===== src/rtl/cpu_pkg.sv =====
// Shared encodings for the unified-memory arbiter.
// FSM state and grant-id types used by mem_arbiter.
package cpu_pkg;

    typedef enum logic [1:0] {
        IDLE  = 2'd0,
        ISSUE = 2'd1,
        WAIT  = 2'd2,
        DONE  = 2'd3
    } state_t;

    typedef enum logic {
        GNT_IF = 1'b0,
        GNT_D  = 1'b1
    } gnt_t;

endpackage


===== src/rtl/mem_wait_counter.sv =====
// Loadable up-counter that flags the memory read-data cycle.
// tc is high once the count reaches WAIT_STATES-1.
module mem_wait_counter #(
    parameter int WAIT_STATES = 2
) (
    input  logic clk,
    input  logic rst_n,
    input  logic clr,
    input  logic inc,
    output logic tc
);

    localparam int CW = $clog2(WAIT_STATES + 1);

    logic [CW-1:0] cnt;

    // Holds at terminal count so it can never wrap.
    always_ff @(posedge clk) begin
        if (!rst_n || clr) begin
            cnt <= '0;
        end else if (inc && !tc) begin
            cnt <= cnt + CW'(1);
        end
    end

    assign tc = (cnt == CW'(WAIT_STATES - 1));

endmodule


===== src/rtl/mem_arbiter.sv =====
// Fetch/data arbiter in front of a single-port fixed-latency memory.
// Data wins, except fetch is forced in after MAX_D_BURST data grants.
module mem_arbiter
    import cpu_pkg::*;
#(
    parameter int ADDR_W      = 64,
    parameter int DATA_W      = 64,
    parameter int WAIT_STATES = 2,
    parameter int MAX_D_BURST = 2
) (
    input  logic              clk,
    input  logic              rst_n,
    input  logic              if_req,
    input  logic [ADDR_W-1:0] if_addr,
    output logic [DATA_W-1:0] if_rdata,
    output logic              if_done,
    input  logic              d_req,
    input  logic              d_we,
    input  logic [ADDR_W-1:0] d_addr,
    input  logic [DATA_W-1:0] d_wdata,
    output logic [DATA_W-1:0] d_rdata,
    output logic              d_done,
    output logic              core_stall,
    output logic              mem_en,
    output logic              mem_we,
    output logic [ADDR_W-1:0] mem_addr,
    output logic [DATA_W-1:0] mem_wdata,
    input  logic [DATA_W-1:0] mem_rdata
);

    localparam int BW = $clog2(MAX_D_BURST + 1);

    state_t        state;
    state_t        state_nxt;
    gnt_t          gnt;
    logic [BW-1:0] burst;
    logic          burst_full;
    logic          take_if;
    logic          take_d;
    logic          tc;
    logic          cap;

    assign burst_full = (burst == BW'(MAX_D_BURST));
    assign cap        = (state == WAIT) && tc;
    assign core_stall = (if_req & ~if_done) | (d_req & ~d_done);

    mem_wait_counter #(
        .WAIT_STATES(WAIT_STATES)
    ) u_wait (
        .clk  (clk),
        .rst_n(rst_n),
        .clr  (state == ISSUE),
        .inc  (state == WAIT),
        .tc   (tc)
    );

    always_comb begin
        state_nxt = state;
        take_if   = 1'b0;
        take_d    = 1'b0;
        unique case (state)
            IDLE: begin
                if (if_req && (!d_req || burst_full)) begin
                    take_if   = 1'b1;
                    state_nxt = ISSUE;
                end else if (d_req) begin
                    take_d    = 1'b1;
                    state_nxt = ISSUE;
                end
            end
            ISSUE: state_nxt = WAIT;
            WAIT: begin
                if (tc) begin
                    state_nxt = DONE;
                end
            end
            DONE: state_nxt = IDLE;
            default: state_nxt = IDLE;
        endcase
    end

    always_ff @(posedge clk) begin
        if (!rst_n) begin
            state <= IDLE;
        end else begin
            state <= state_nxt;
        end
    end

    always_ff @(posedge clk) begin
        if (!rst_n) begin
            gnt       <= GNT_IF;
            burst     <= '0;
            mem_en    <= 1'b0;
            mem_we    <= 1'b0;
            mem_addr  <= '0;
            mem_wdata <= '0;
            if_rdata  <= '0;
            d_rdata   <= '0;
            if_done   <= 1'b0;
            d_done    <= 1'b0;
        end else begin
            mem_en  <= take_if | take_d;
            if_done <= cap && (gnt == GNT_IF);
            d_done  <= cap && (gnt == GNT_D);
            if (take_if) begin
                gnt      <= GNT_IF;
                burst    <= '0;
                mem_addr <= if_addr;
                mem_we   <= 1'b0;
            end
            if (take_d) begin
                gnt       <= GNT_D;
                mem_addr  <= d_addr;
                mem_we    <= d_we;
                mem_wdata <= d_wdata;
                // Only a fetch kept waiting counts toward the burst limit.
                burst     <= if_req ? burst + BW'(1) : '0;
            end
            if (cap) begin
                if (gnt == GNT_IF) begin
                    if_rdata <= mem_rdata;
                end else if (!mem_we) begin
                    d_rdata <= mem_rdata;
                end
            end
        end
    end

endmodule


===== config.mk =====
export PLATFORM = sky130hd
export DESIGN_NAME = mem_arbiter
export DESIGN_NICKNAME = d
export VERILOG_FILES = /design/src/rtl/cpu_pkg.sv /design/src/rtl/mem_wait_counter.sv /design/src/rtl/mem_arbiter.sv
export SDC_FILE = /design/constraint.sdc
export NUM_CORES = 1
export LEC_CHECK = 0
export ABC_CLOCK_PERIOD_IN_PS = 4200
export CORE_AREA = 2 2 200 202
export CTS_CLUSTER_SIZE = 30
export DETAILED_ROUTE_END_ITERATION = 8
export DIE_AREA = 0 0 202 204
export MAX_ROUTING_LAYER = met4
export PLACE_DENSITY = 0.66
export SLEW_MARGIN = 0
export SYNTH_ARGS = -nofsm -noshare
export SYNTH_HDL_FRONTEND = slang
export SYNTH_HIERARCHICAL = 1
export SYNTH_SLANG_ARGS = --single-unit

===== constraint.sdc =====
create_clock -name clk -period 4.2 [get_ports clk]
set_input_delay 1.26 -clock clk [delete_from_list [all_inputs] [get_ports clk]]
set_output_delay 1.26 -clock clk [all_outputs]
set_load 0.05 [all_outputs]

Yosys cells after proc, flatten, opt, wreduce, memory -nomap -nowiden
Index checks and enable logic that the tools add are counted.
{"block": "totals", "register_bits": 267, "input_bits": 261, "out_inout_bits": 261, "wordCells": 61}
{"block": "op_classes", "n_addsub": 2, "n_eq_ne": 7, "n_mux": 17, "bitwise": 8, "n_reduce_logical": 15}
{"op": "64-bit 2-to-1 mux", "n": 2}
{"op": "2-bit 2-to-1 mux", "n": 6}
{"op": "1-bit 2-to-1 mux", "n": 8}
{"op": "2-bit case mux with 4 select lines", "n": 1}
{"op": "2-bit equality test, second input constant", "n": 3}
{"op": "1-bit logical AND", "n": 5}
{"op": "2-bit by 1-bit adder with 2-bit output, second input constant", "n": 2}
{"op": "2-bit by 1-bit equality test with 1-bit output, second input constant", "n": 2}
{"op": "1-bit NOT", "n": 4}
{"op": "2-bit AND reduction", "n": 2}
{"op": "1-bit zero test", "n": 3}
{"op": "3-bit != test, second input constant", "n": 1}
{"op": "3-bit AND reduction", "n": 1}
{"op": "1-bit AND", "n": 2}
{"op": "2-bit zero test", "n": 1}
{"op": "1-bit logical OR", "n": 2}
{"op": "2-bit != test, second input constant", "n": 1}
{"op": "1-bit OR", "n": 2}
{"op": "2-bit nonzero test", "n": 1}

Depth between registers and ports, before layout
{"block": "logic_depth", "depth_word": 7, "ltp_mapped": 9, "ltp_nobuf": 5}

Cells and area by module
Netlist, hierarchy kept.
{"mod": "mem_arbiter", "instances": 1, "cells_per_inst": 1301, "area_per_inst_um2": 10861.7, "seq_area_each_um2": 5305.1}
{"mod": "mem_wait_counter", "instances": 1, "cells_per_inst": 10, "area_per_inst_um2": 100.1, "seq_area_each_um2": 40.0}

Least setup slack after synthesis
No wires, ideal clock.
{"block": "synth_timing", "kind": "input -> output", "startpoint": "in if_req", "endpoint": "out core_stall", "arrival_time_ns": 2.387, "t_required_ns": 2.940, "setup_slack_ns": 0.553, "stages": 4, "path_buffers": 2, "path_cell_list": "inv_2 -> buf_2 -> buf_2 -> o22ai_1"}
{"block": "synth_via", "elab_chain_cells": 2}
{"element": "from (decl)", "line_no": "mem_arbiter.sv:13", "source": "input logic if_req,"}
{"element": "1-bit AND", "line_no": "mem_arbiter.sv:45", "source": "assign core_stall = (if_req & ~if_done) | (d_req & ~d_done);"}
{"element": "1-bit OR", "line_no": "mem_arbiter.sv:45"}
{"element": "to (decl)", "line_no": "mem_arbiter.sv:23", "source": "output logic core_stall,"}
No other way between the ends.

Final worst setup path
Ends and elaborated chain as after synthesis.

==> run_results.csv <==
group,metric,value,unit
die,floorplan.core_area,39180,um2
die,chipWidth,202,um
clocking,cts_hold_buf,0,
clocking,cts-resized-gates,0,
final_layout,register_area,5345,um2
final_layout,layout.filler_cells,3783,
placement,place.port_buffers,521,
synth,synth_warnings,6,
setup_path,r2r-start,"state[0]",
power,pwr_density_cell,556.3,nW/um2
placement,detailedPlace.worstSlack,483.9,ps
sta,post-route-period-util,89.02,%
final_layout,area_growth_syn_to_layout,58.64,%
die,placementRows,73,
synth,syn_nets,1577,
grt,groute.usage.overall,20.90,%
drt,drc,0,
worst_hold_path,hold-path-cell-count,2,
synth,syn_inst,1311,
die,fp.dieH,204,um
clocking,path_clk_slew,60,ps
drt,detail_route.iter0.violations,689,
sta,setup-tns-final,0,ps
clocking,clock_tree.root_cell,"clkbuf_16",
synth,ys_top_cells_by_area,"dfxtp_1 (49%), o2111ai_1 (10%), o21ai_1 (9.2%)",
flow_run,timing.max_cap.violations,0,
sta,period_needed,3739,ps
synth,number_of_enable_flip_flop_cells_after_synthesis,0,
clocking,cts.sink_count,267,
sta,fin_ws,461.3,ps
drt,drtPass1Iterations,6,
final_layout,post_route_cell_area,17390,um2
drt,route.vias.total,11930,
placement,dpl.hpwl,29340,um
final_layout,n_antenna_cell,0,
synth,post_synth_most_frequent_cells,"dfxtp_1 (267), o21ai_1 (201), nand2_1 (195)",
grt,grt_first_pass_wirelength,66940,um
sta,relative_max_transition_margin,38.34,%
drt,route.detailed.vias_per_inst,5.256,
synth,syn-mean-instance-area,8.361,um2
sta,unrepaired_setup_endpoints_after_global_routing,"no",
grt,grt_pass1_vias,11500,
sta,fmax,267.5,MHz
worst_hold_path,min_path_type,"register to register",
final_layout,finalCoreUtilization,44.38,%
drt,totalWireLength,44520,um
grt,grt_max_degree,131,
synth,sequential_element_share_of_the_synthesized_area,48.76,%
worst_hold_path,min-delay-start,"if_rdata[11]",
final_layout,final_net_count,1987,
die,dieArea,41210,um2
setup_path,required_time_reported_for_the_critical_path_endpoint,2940,ps
synth,synthDistinctLibCells,34,
synth,synth_largest_area_cell,"dfxtp_1",
run_status,run_status,"complete, no violations",
clocking,cts_made_buffers,30,
power,leakage,5.771,nW
clocking,cts_post_setup_buffers_inserted,0,
setup_path,cp_max_fo,5,
final_layout,multiInputGateArea,4796,um2
sta,clock-skew-final,12.02,ps
die,floorplan.initialDensity,27.98,%
die,io_pins,522,
sta,final_number_of_max_transition_violations,0,
sta,worst_slew_pin_slew,924.9,ps
final_layout,drive_above_1_share,4.874,%
setup_path,crit_arrival,2480,ps
power,p_total,9.673,mW
setup_path,crit_path_end_kind,"primary output",
setup_path,critical_path_class,"input pin to primary output",
placement,gp_routability_congestion,0.8636,
clocking,cts_tree,"done",
placement,place_area,16310,um2
setup_path,timing.reg2reg.worst_path_depth,6,
synth,synth_top_cell_area_share,48.76,%
power,max-vdd-ir-drop,0.0003883,V
drt,ant_nets_after_route,0,
synth,postSynthRegisterBits,267,
sta,setup_viol,0,
synth,syn_area,10960,um2
clocking,clock_tree.htree_level_count,1,
setup_path,worst_setup_path_start_kind,"input pin",
synth,synthMostInstantiatedCell,"dfxtp_1",
synth,synth-main-ff-cell,"dfxtp_1",
clocking,clock_tree.buffer_depth,3,
clocking,clock_insertion_delay_worst_skew,560,ps
grt,grt_antenna_before_repair,0,
setup_path,worst_setup_path_startpoint,"if_req",
grt,grt-ovfl-total,0,
synth,async_flop_share,0,%
drt,drt-wirelength-per-cell,19.62,um
sta,report.final.hold_viol_count,0,
==> worst max-delay path: stages <==
cell	delay [ps]
clkdlybuf4s50_1	680
inv_4	80
o22ai_1	270
buf_12	180
==> kinds of logic after synthesis <==
| kind of cell | synth area share, % |
|---|---|
| flops | 48.76 |
| compound gates | 32.20 |
| fa+ha+maj | 0.5707 |
| xor+xnor | 0.07991 |
| mux | 0.09132 |
| simple gates | 10.57 |
| buf+inv | 7.727 |
==> registers in the layout, summed over array words and instances (netlist names) <==
register	flops
mem_wdata	64
mem_en	1
if_done	1
u_wait/cnt	2
d_rdata	64
if_rdata	64
gnt	1
burst	2
mem_we	1
mem_addr	64
d_done	1
state	2
==> metrics by stage <==
stage	hold slack, ps	std cells
3_3_place_gp	441.2	2214
5_1_grt	470.3	2269
4_1_cts	454.9	2269
6_report	453.3	2269
2_1_floorplan	451.5	1311
3_5_place_dp	447.1	2214
==> area by class of cell <==
class | count | area share (%)
Clock buffer | 38 | 4.842
Clock inverter | 17 | 1.374
Inverter | 9 | 0.2374
Multi-Input combinational cell | 871 | 27.58
Sequential cell | 267 | 30.74
Tap cell | 525 | 3.778
Timing Repair Buffer | 542 | 31.45
==> cells in the final DEF (no fill, tap or decap), types with 2 or more instances in the layout <==
| cell | n |
|---|---|
| nand3_1 | 65 |
| a21oi_1 | 129 |
| inv_1 | 6 |
| dfxtp_1 | 267 |
| clkbuf_1 | 3 |
| clkbuf_8 | 4 |
| o21ai_0 | 56 |
| a2bb2oi_1 | 2 |
| clkinv_2 | 10 |
| nand2_1 | 195 |
| o21ai_1 | 201 |
| ha_1 | 4 |
| buf_12 | 8 |
| inv_4 | 3 |
| buf_4 | 15 |
| clkdlybuf4s50_1 | 518 |
| clkbuf_16 | 31 |
| bufinv_16 | 6 |
| nor2_1 | 9 |
| nand4b_1 | 2 |
| a31oi_1 | 64 |
| o2111ai_1 | 129 |
==> metal layers <==
| metal | share of wire, % | global-route usage (%) | wire, um | up-vias |
|---|---|---|---|---|
| li1 | - | - | - | 5644 |
| met1 | 41 | 24.50 | 18060 | 5630 |
| met2 | 48 | 35.38 | 21410 | 562 |
| met3 | 8.0 | 4.448 | 3550 | 89 |
| met4 | 3.4 | 7.458 | 1509 | 0 |
| met5 | 0 | - | 0 | - |
==> report_power, final <==
part | leakage (nW) | switching, mW | internal [mW]
Combinational | 3.05 | 2.48 | 1.22
Sequential | 2.18 | 0.199 | 2.90
Clock | 0.542 | 1.10 | 1.78
Total | 5.77 | 3.78 | 5.89
==> path summary, 6_finish.rpt <==
| check | slack, ps | endpoint |
|---|---|---|
| setup / recovery | 460 | core_stall |
| hold / removal | 450 | if_rdata[11] |
| setup reg to reg | 1470 | mem_addr[63] |
| hold reg to reg | 450 | if_rdata[11] |
Note: power is estimated with default switching activity, not from simulation.
